==> config.mk <==
export PLATFORM = sky130hd
export DESIGN_NAME = byte_serial_addsub64
export DESIGN_NICKNAME = d
export VERILOG_FILES = /design/src/rtl/byte_serial_addsub64.sv
export SDC_FILE = /design/constraint.sdc
export NUM_CORES = 1
export LEC_CHECK = 0
export ABC_AREA = 1
export CORE_UTILIZATION = 57
export CTS_CLUSTER_DIAMETER = 80
export DETAILED_ROUTE_END_ITERATION = 7
export PLACE_DENSITY = 0.92
export SLEW_MARGIN = 10
export SYNTH_ARGS = -nofsm -noshare
export SYNTH_HDL_FRONTEND = slang
export SYNTH_SLANG_ARGS = --single-unit
==> constraint.sdc <==
create_clock -name clk -period 6.7 [get_ports clk]
set_clock_uncertainty 0.05 [all_clocks]
set_input_delay 0.67 -clock clk [delete_from_list [all_inputs] [get_ports clk]]
set_output_delay 0.67 -clock clk [all_outputs]
set_load 0.005 [all_outputs]
==> src/rtl/byte_serial_addsub64.sv <==
// Sequential WIDTH-bit add/subtract built around one SLICE-bit ripple adder,
// processing one slice per cycle, least significant slice first.
module byte_serial_addsub64 #(
    parameter int unsigned WIDTH = 64,
    parameter int unsigned SLICE = 8
) (
    input  logic             clk,
    input  logic             rst_b,
    input  logic             start,
    input  logic             op,
    input  logic [WIDTH-1:0] x,
    input  logic [WIDTH-1:0] y,
    output logic             busy,
    output logic             done,
    output logic [WIDTH-1:0] z,
    output logic             c_out,
    output logic             ovf,
    output logic             zero
);

    localparam int unsigned NSLICES = WIDTH / SLICE;
    localparam int unsigned CntW    = (NSLICES > 1) ? $clog2(NSLICES) : 1;
    localparam logic [CntW-1:0] CntLast = CntW'(NSLICES - 1);

    typedef enum logic [1:0] {
        StIdle,
        StRun,
        StDone
    } state_e;

    state_e            state_q, state_d;
    logic [CntW-1:0]   cnt_q, cnt_d;
    logic              carry_q, carry_d;
    logic [WIDTH-1:0]  a_q, a_d;
    logic [WIDTH-1:0]  b_q, b_d;
    logic [WIDTH-1:0]  z_q, z_d;
    logic              c_out_q, c_out_d;
    logic              ovf_q, ovf_d;
    logic              zero_q, zero_d;

    logic [SLICE-1:0]  slice_a;
    logic [SLICE-1:0]  slice_b;
    logic [SLICE:0]    slice_sum;

    // The single slice adder; carry_q links it to the previous slice.
    always_comb begin
        slice_a   = a_q[cnt_q*SLICE +: SLICE];
        slice_b   = b_q[cnt_q*SLICE +: SLICE];
        slice_sum = {1'b0, slice_a} + {1'b0, slice_b} + {{SLICE{1'b0}}, carry_q};
    end

    always_comb begin
        state_d = state_q;
        cnt_d   = cnt_q;
        carry_d = carry_q;
        a_d     = a_q;
        b_d     = b_q;
        z_d     = z_q;
        c_out_d = c_out_q;
        ovf_d   = ovf_q;
        zero_d  = zero_q;

        case (state_q)
            StIdle: begin
                if (start) begin
                    a_d     = x;
                    // Subtraction as a + ~b + 1, the +1 entering as the initial carry.
                    b_d     = op ? ~y : y;
                    carry_d = op;
                    cnt_d   = '0;
                    state_d = StRun;
                end
            end
            StRun: begin
                z_d[cnt_q*SLICE +: SLICE] = slice_sum[SLICE-1:0];
                carry_d                   = slice_sum[SLICE];
                cnt_d                     = cnt_q + 1'b1;
                if (cnt_q == CntLast) begin
                    c_out_d = slice_sum[SLICE];
                    ovf_d   = (a_q[WIDTH-1] == b_q[WIDTH-1]) && (z_d[WIDTH-1] != a_q[WIDTH-1]);
                    zero_d  = (z_d == '0);
                    state_d = StDone;
                end
            end
            StDone: begin
                state_d = StIdle;
            end
            default: begin
                state_d = StIdle;
            end
        endcase
    end

    always_ff @(posedge clk or negedge rst_b) begin
        if (!rst_b) begin
            state_q <= StIdle;
            cnt_q   <= '0;
            carry_q <= 1'b0;
            a_q     <= '0;
            b_q     <= '0;
            z_q     <= '0;
            c_out_q <= 1'b0;
            ovf_q   <= 1'b0;
            zero_q  <= 1'b0;
        end else begin
            state_q <= state_d;
            cnt_q   <= cnt_d;
            carry_q <= carry_d;
            a_q     <= a_d;
            b_q     <= b_d;
            z_q     <= z_d;
            c_out_q <= c_out_d;
            ovf_q   <= ovf_d;
            zero_q  <= zero_d;
        end
    end

    assign busy  = (state_q != StIdle);
    assign done  = (state_q == StDone);
    assign z     = z_q;
    assign c_out = c_out_q;
    assign ovf   = ovf_q;
    assign zero  = zero_q;

endmodule

After elaboration in Yosys (flattened, before gate mapping)
Cells that the tools add are included.

cells by class
  reduce and logical (&&, ||, !) cells = 9
  multiplexer cells = 9
  add/sub/neg operators = 4
  bitwise logic cells = 1
  eq/ne operators = 7
  order comparisons = 0
  divide/modulo/power cells = 0
  $mul = 0
  shift-type cells = 4

operators with widths
  operator                   number
  $shiftx A64 B7 Y8          2
  $bwmux W64                 1
  $logic_not A64 Y1          1
  $mux W64                   1
  $not A64 Y64               1
  $shift A8 B34 Y64 const A  1
  $shiftx A8 B34 Y64         1
  $neg A6 Y34                1
  $add A8 B8 Y9              1
  $add A9 B1 Y9              1
  $reduce_and A2 Y1          4
  $pmux W3 S2                1
  $mux W2                    2
  $ne A2 B2 Y1 const B       2
  $pmux W2 S2                1
  $reduce_bool A2 Y1         2
  $add A3 B1 Y3 const B      1
  $eq A3 B3 Y1 const B       1
  $mux W3                    1
  $eq A2 B1 Y1 const B       1
  $eq A2 B2 Y1 const B       1
  $logic_not A2 Y1           1
  $pmux W1 S2                1
  $eq A1 B1 Y1               1
  other kinds (3)            3

word-level totals
  output and inout bits = 69
  bits in registers = 201
  bits in writable memories = 0
  word-level logic and storage cells = 43
  bits of input ports = 132
  memories kept = 0
  ROM bits = 0
  latch bits = 0

Depth between registers and ports, before layout
Gate-level depths: netlist (run 1).

  word-level depth = 7
  mapped depth = 27
  depth with buffers taken out = 24

Worst setup path after synthesis (run 1)
No wires, ideal clock.

  kind = register -> register
  start point = register cnt_q[0]
  end point = register zero_q (netlist: zero)
  arrival = 3470 ps
  path slack = 3064 ps
  library setup time = 116 ps
  path buffers = 4
  period minus slack after synthesis = 3636 ps
  cell stages (with the launch flop) = 26
  required time = 6534 ps
  cell sequence = dfrtp_1 buf_4 buf_2 clkbuf_1 clkbuf_1 nor2_1 nor2_1 o21ai_0 a31oi_1 fa_1 inv_1 fa_1 inv_1 nand3_1 nand2_1 nand2_1 nand3_1 nand2_1 nor3_1 nand3_1 nand2_1 nor2_1 nand2_1 nor2_1 nand2_1 nand2_1

on the way
  cells in the longest elaborated chain, start to end = 6
  elaborated cells between the ends (all ways) = 11
  those cells by class = 3 x add/sub; 1 x eq/ne; 4 x shift; 1 x mux; 2 x reduce/logical

ends and longest elaborated chain
  item                                         line    text
  from (decl)                                  32      logic [CntW-1:0] cnt_q, cnt_d;
  from (signal assigned)                       107     cnt_q <= cnt_d;
  $shiftx A64 B7 Y8, on equally long branches  47, 48
  $add A8 B8 Y9                                49      slice_sum = {1'b0, slice_a} + {1'b0, slice_b} + {{SLICE{1'b0}}, carry_q};
  $add A9 B1 Y9                                49
  $shiftx A8 B34 Y64                           75      z_d[cnt_q*SLICE +: SLICE] = slice_sum[SLICE-1:0];
  $bwmux W64                                   75
  $logic_not A64 Y1                            81      zero_d = (z_d == '0);
  to (signal assigned)                         114     zero_q <= zero_d;
  to (decl)                                    39      logic zero_q, zero_d;

Several ways; a longest one is shown, not always the timed one.
A chain may end at the register's enable or synchronous reset.

Worst setup path in the final report (run 1)
Same ends and word-level chain as after synthesis.

==> results of run 1 <==
[state kept, by name, summed over array words and instances, names as in the netlist]
| name | count |
|---|---|
| cnt_q | 3 |
| c_out | 1 |
| ovf | 1 |
| z | 64 |
| state_q | 2 |
| a_q | 64 |
| carry_q | 1 |
| zero | 1 |
| b_q | 64 |
[cells by family (layout without fill, tap and decap cells)]
kind of cell / Yosys count / in the layout / share of synthesized area, %
buffers and inverters: 144 / 306 / 5.42
AO/OA/AOI/OAI: 257 / 257 / 12.5
XOR/XNOR: 64 / 64 / 5.20
flip-flops: 201 / 201 / 46.7
adder cells (fa/ha/maj): 16 / 16 / 2.00
AND/OR/NAND/NOR: 756 / 756 / 28.2
[report_power, final]
group,total (mW),internal (mW),switching [mW]
Clock,1.13,0.636,0.494
Sequential,2.17,1.76,0.405
Combinational,4.20,1.45,2.75
Total,7.50,3.85,3.65
[area by class of cell]
cell class | count | area [sq um]
repair buffers | 207 | 2060
fillers | 1332 | 4840
clock inverters | 6 | 36.3
flip-flops and latches | 201 | 5030
inverters | 61 | 231
well taps | 229 | 287
clock buffers | 32 | 617
multi-input cells | 1093 | 5170
[synth_stat cells, types with 2 or more instances]
cell,count,area [sq um]
a21oi_1,11,55.1
a31oi_1,27,169
buf_1,8,30.0
buf_2,8,40.0
buf_4,2,15.0
clkbuf_1,63,236
dfrtp_1,201,5030
fa_1,2,40.0
ha_1,14,175
inv_1,53,199
inv_2,6,22.5
nand2_1,514,1930
nand2_4,2,22.5
nand3_1,51,255
nand4_1,12,75.1
nor2_1,158,593
nor2_2,2,12.5
o21ai_0,197,986
o22ai_1,19,119
or2_1,3,18.8
or2_2,6,37.5
xnor2_1,64,561
[worst paths after layout]
| path | from | to | slack [ns] | depth (start not counted) |
|---|---|---|---|---|
| setup / recovery | cnt_q[0]$_DFFE_PN0P_ | zero$_DFFE_PN0P_ | 2.22 | 21 |
| hold / removal | rst_b | b_q[59]$_DFFE_PN0P_ | 0.08 | 1 |
| setup reg to reg | cnt_q[0]$_DFFE_PN0P_ | zero$_DFFE_PN0P_ | 2.22 | 21 |
| hold reg to reg | a_q[28]$_DFFE_PN0P_ | a_q[28]$_DFFE_PN0P_ | 0.43 | 2 |
| max in group asynchronous | rst_b | cnt_q[0]$_DFFE_PN0P_ | 5.07 | 2 |
| min in group clk | a_q[28]$_DFFE_PN0P_ | a_q[28]$_DFFE_PN0P_ | 0.43 | 2 |
[per-stage QoR]
stage,hold slack (ns),utilization [%],cells,cell area [sq um]
2_1_floorplan,0.324,-,1438,10800
3_3_place_gp,0.406,69.9,1791,12800
3_5_place_dp,0.410,69.9,1791,12800
4_1_cts,0.100,73.5,1829,13400
5_1_grt,0.126,73.5,1829,13400
6_report,0.0823,73.5,1829,13400
[metal layers]
| metal | routed length [um] | vias up |
|---|---|---|
| met5 | 0 | - |
| met4 | 1330 | 0 |
| met3 | 3230 | 101 |
| met2 | 14900 | 613 |
| met1 | 13400 | 4944 |
| li1 | - | 4915 |
==> flow_summary.toml, run 1 <==
[floorplan]
ios = 201
fp.dieH_um = 139
die-area_sq_mm = 0.0195
die_w_um = 139
row_count = 49
start_util_pct = 59.0
core_area_sq_mm = 0.0183

[final_layout]
drive_above_1_share_pct = 4.19
synthToLayoutAreaGrowth_pct = 24.6
final_common_cell = "nand2_1"
mostFrequentLayoutCells = "nand2_1 (512), dfrtp_1 (200), clkdlybuf4s50_1 (198)"
insertedDiodeCount = 0
nNetsFinal = 1733

[sta]
drv_slew = 0
fmax_mhz = 223
relSlewSlack_pct = 25.3
finalCritPeriodShare_pct = 66.9
setup_slack_ns = 2.22
layout_min_cycle_time_ns = 4.48
fin_tns_setup_ns = 0
finalHoldViolations = 0
rsz0062_at_grt = "no"
max_slew.worst_pin.slew_ns = 1.12
setup_violations = 0

[route]
vias = 10600
routed_wl_um = 32900
wl_per_cell_um = 18.0
viasPerCell = 5.78
first_iter_violations = 1170
drtAntennaViolNets = 0
drc = 0
drtPass1Iterations = 7

[place]
routabilityCongestion = 0.945
place_ws_ns = 2.47
io_buffers = 200
hpwl_um = 23100

[global_route]
grt_max_degree = 101
met2_usage_pct = 53.6
grt_use_met1_pct = 46.8
use_met3_pct = 6.92
overflow = 0
grt_pass1_vias = 9870
antenna_found_initial = 0
grtUsageTotal_pct = 34.2
grt_pass1_wl_um = 52100
grt_most_used_layer = "met2"

[worst_setup_path]
critPathKind = "flip-flop to flip-flop"
required_ns = 7.05
path_max_fanout = 80
worstPathCellList = "buf_4, o21ai_0, o22ai_1, inv_1, o21ai_0, inv_1, fa_1, inv_1, nand3_1, nand2_1, nand2_1, nand3_1, nand2_1, nor3_1, nand3_1, nand2_1, nor2_1, nand2_1, nor2_1, nand2_1, nand2_1"
path_buf_inv = 4
arrival_ns = 4.83
start_kind = "flip-flop"
cpLargestDelayFamily = "simple AND/OR/NAND/NOR gates"
worstSetupEndpointType = "flip-flop"
cp_common_cell = "nand2_1"
crit_path_max_incr_delay_ns = 0.62
cpMaxStageDelayCell = "buf_4"

[power]
power_mw = 7.50
peakVddDrop_uv = 369
power_density_mw_per_mm2 = 558
leakagePower_nw = 6.31

[clock_tree]
clk_pin_slew_ns = 0.07
cts.htree.levels = 1
clock-sinks = 201
root_buffer = "clkbuf_16"
post-cts-setup-buffers = 0
hold_buffers = 0
cts.path.max_buffers = 3
cts_tree = "done"
cts_resized = 0
numCtsBuffers = 21
clkLatencyLatePin_ns = 0.51

[yosys]
ys_types = 37
synth_warnings = 0
synth-seq-area-share_pct = 46.7
syn-num-nets = 1586
synth_edf_count = 0
ys_seq_elements = 201
syn_area_per_cell_sq_um = 7.49
syn-instance-count = 1438
syn_area_sq_mm = 0.0108
synth-async-reset-ratio_pct = 100
synthFlopType = "dfrtp_1"

[flow_run]
cap_viol_max_count = 0

[min_path]
hp-class = "input pin to async pin"

[run_status]
outcome = "completed"
Note: power is estimated with default switching activity, not from simulation.
==> run 2: changes to the inputs <==
- CORE_UTILIZATION: 57 -> 53
- PLACE_DENSITY: 0.92 -> 0.87
- clock period: 6.7 -> 4.14 ns (I/O delays scaled with it)
==> flow_summary.toml, run 2 (synthesized netlist as in run 1, its figures left out) <==
[run_status]
outcome = "finished, violations left"
violations = "negative hold slack"

[sta]
fmax_mhz = 257
whs_ns = -0.0347
finalCritPeriodShare_pct = 94.0
max_slew.worst_pin.slew_ns = 0.968
relSlewSlack_pct = 35.5
finalHoldViolations = 33
setup_violations = 0
layout_min_cycle_time_ns = 3.89
drv_slew = 0

[floorplan]
die-area_sq_mm = 0.0209
core_area_sq_mm = 0.0197
fp.dieH_um = 145
ios = 201
die_w_um = 145
row_count = 51
start_util_pct = 54.6

[route]
first_iter_violations = 1201
viasPerCell = 5.49
drtAntennaViolNets = 0
drtPass1Iterations = 6
routed_wl_um = 32800
vias = 10300
wl_per_cell_um = 17.4
drc = 0

[worst_setup_path]
worstSetupEndpointType = "flip-flop"
arrival_ns = 4.29
required_ns = 4.54
r2r_slack_ns = 0.25
crit_path_max_incr_delay_ns = 0.57
critPathKind = "flip-flop to flip-flop"
path_max_fanout = 47
cp_common_cell = "nor2_1"
cpMaxStageDelayCell = "fa_1"
start_kind = "flip-flop"
path_buf_inv = 2
cpLargestDelayFamily = "simple AND/OR/NAND/NOR gates"
worstPathCellList = "clkbuf_8, o21ai_0, o22ai_1, nor2_1, a31oi_1, fa_1, inv_1, fa_1, nor2_1, nand2_1, nand3_1, nand2_1, nand2_1, nor2_1, nand3_1, nor2_1, nand3_1, nor2_1, nand3_1, nor2_1, nand2_1, nand2_1"

[clock_tree]
cts.path.max_buffers = 3
root_buffer = "clkbuf_16"
cts_tree = "done"
clkLatencyLatePin_ns = 0.52
cts.htree.levels = 1
numCtsBuffers = 22
clock-sinks = 201
clk_pin_slew_ns = 0.06

[global_route]
grt_max_degree = 124
grtUsageTotal_pct = 32.6
antenna_found_initial = 0
overflow = 0
grt_pass1_vias = 10000
grt_pass1_wl_um = 52100

[place]
hpwl_um = 23600
io_buffers = 200
numPlacedInstances = 1841
routabilityCongestion = 0.957

[final_layout]
final_common_cell = "nand2_1"
nFillCells = 1516
nNetsFinal = 1748
mostFrequentLayoutCells = "nand2_1 (512), dfrtp_1 (200), clkdlybuf4s50_1 (198)"
insertedDiodeCount = 0
synthToLayoutAreaGrowth_pct = 27.2
drive_above_1_share_pct = 5.45
final_cells = 1880

[power]
p_seq_share_pct = 28.0
leakagePower_nw = 6.43
power_mw = 12.5
peakVddDrop_uv = 480
power_frac_clock_pct = 16.0
power_density_mw_per_mm2 = 914
p_comb_share_pct = 56.0
switching_share_pct = 47.9
power_switching_mw = 6.00
intPower_mw = 6.52

[min_path]
hp-class = "input pin to async pin"

[flow_run]
cap_viol_max_count = 0
## run 2: cell count changes in the layout (fill, tap and decap cells not counted), sizes merged
cell    previous run  this run
inv               61        60
buf                8        21
clkinv             5         8
bufinv             0         1
clkbuf            33        32
## run 2: final timing paths
check | startpoint | to | cells past startpoint
worst max-delay path | cnt_q[0]$_DFFE_PN0P_ | zero$_DFFE_PN0P_ | 22
max in group asynchronous | rst_b | z[47]$_DFFE_PN0P_ | 2
worst min-delay path | rst_b | b_q[0]$_DFFE_PN0P_ | 1
worst max register to register | cnt_q[0]$_DFFE_PN0P_ | zero$_DFFE_PN0P_ | 22
worst min register to register | a_q[29]$_DFFE_PN0P_ | a_q[29]$_DFFE_PN0P_ | 2
min in group clk | x[25] | a_q[25]$_DFFE_PN0P_ | 3
## run 2: metrics by stage
stage / cell area (sq um) / hold WS [ns] / util, % / setup slack (ns) / setup TNS (ns)
floorplan: 10800 / 0.0684 / - / 0.504 / 0
detailed placement: 12900 / 0.411 / 65.6 / 0.245 / 0
global placement: 12900 / 0.409 / 65.6 / 0.348 / 0
CTS: 13700 / 0.0221 / 69.4 / 0.228 / 0
global route: 13700 / 0.0464 / 69.5 / -0.0000235 / -0.0000235
finish: 13700 / -0.0347 / 69.5 / 0.247 / 0
## run 2: per-layer routing
layer	routed length, um	vias to the layer above	track usage [%]	part of all wire [%]
li1	-	4948	-	-
met1	14200	4819	47.0	43
met2	14900	483	50.4	45
met3	2680	75	4.74	8.2
met4	975	0	10.9	3.0
met5	0	-	0	0
## run 2: layout make-up
cell class	instances	area, sq um	area share [%]
multi-input cells	1093	5170	37.7
well taps	265	332	2.42
flip-flops and latches	201	5030	36.7
clock buffers	30	661	4.82
inverters	61	236	1.73
repair buffers	221	2190	16.0
clock inverters	9	87.6	0.639
## run 2: what timing repair did
action                                  4_1_cts  5_1_grt
endpoints found under the setup margin        0        1
hold buffers                                  0        0
buffers inserted                              0        0
resized for setup                             0        8
## run 2: power by group through the flow
stage	sequential (mW)	combinational (mW)	clock [mW]
after detailed placement	3.49	6.81	0
final	3.51	7.01	2.00
after floorplan	3.30	4.50	0
after global placement	3.48	6.67	0
after global routing	3.60	7.79	2.09
after CTS	3.49	6.87	2.01
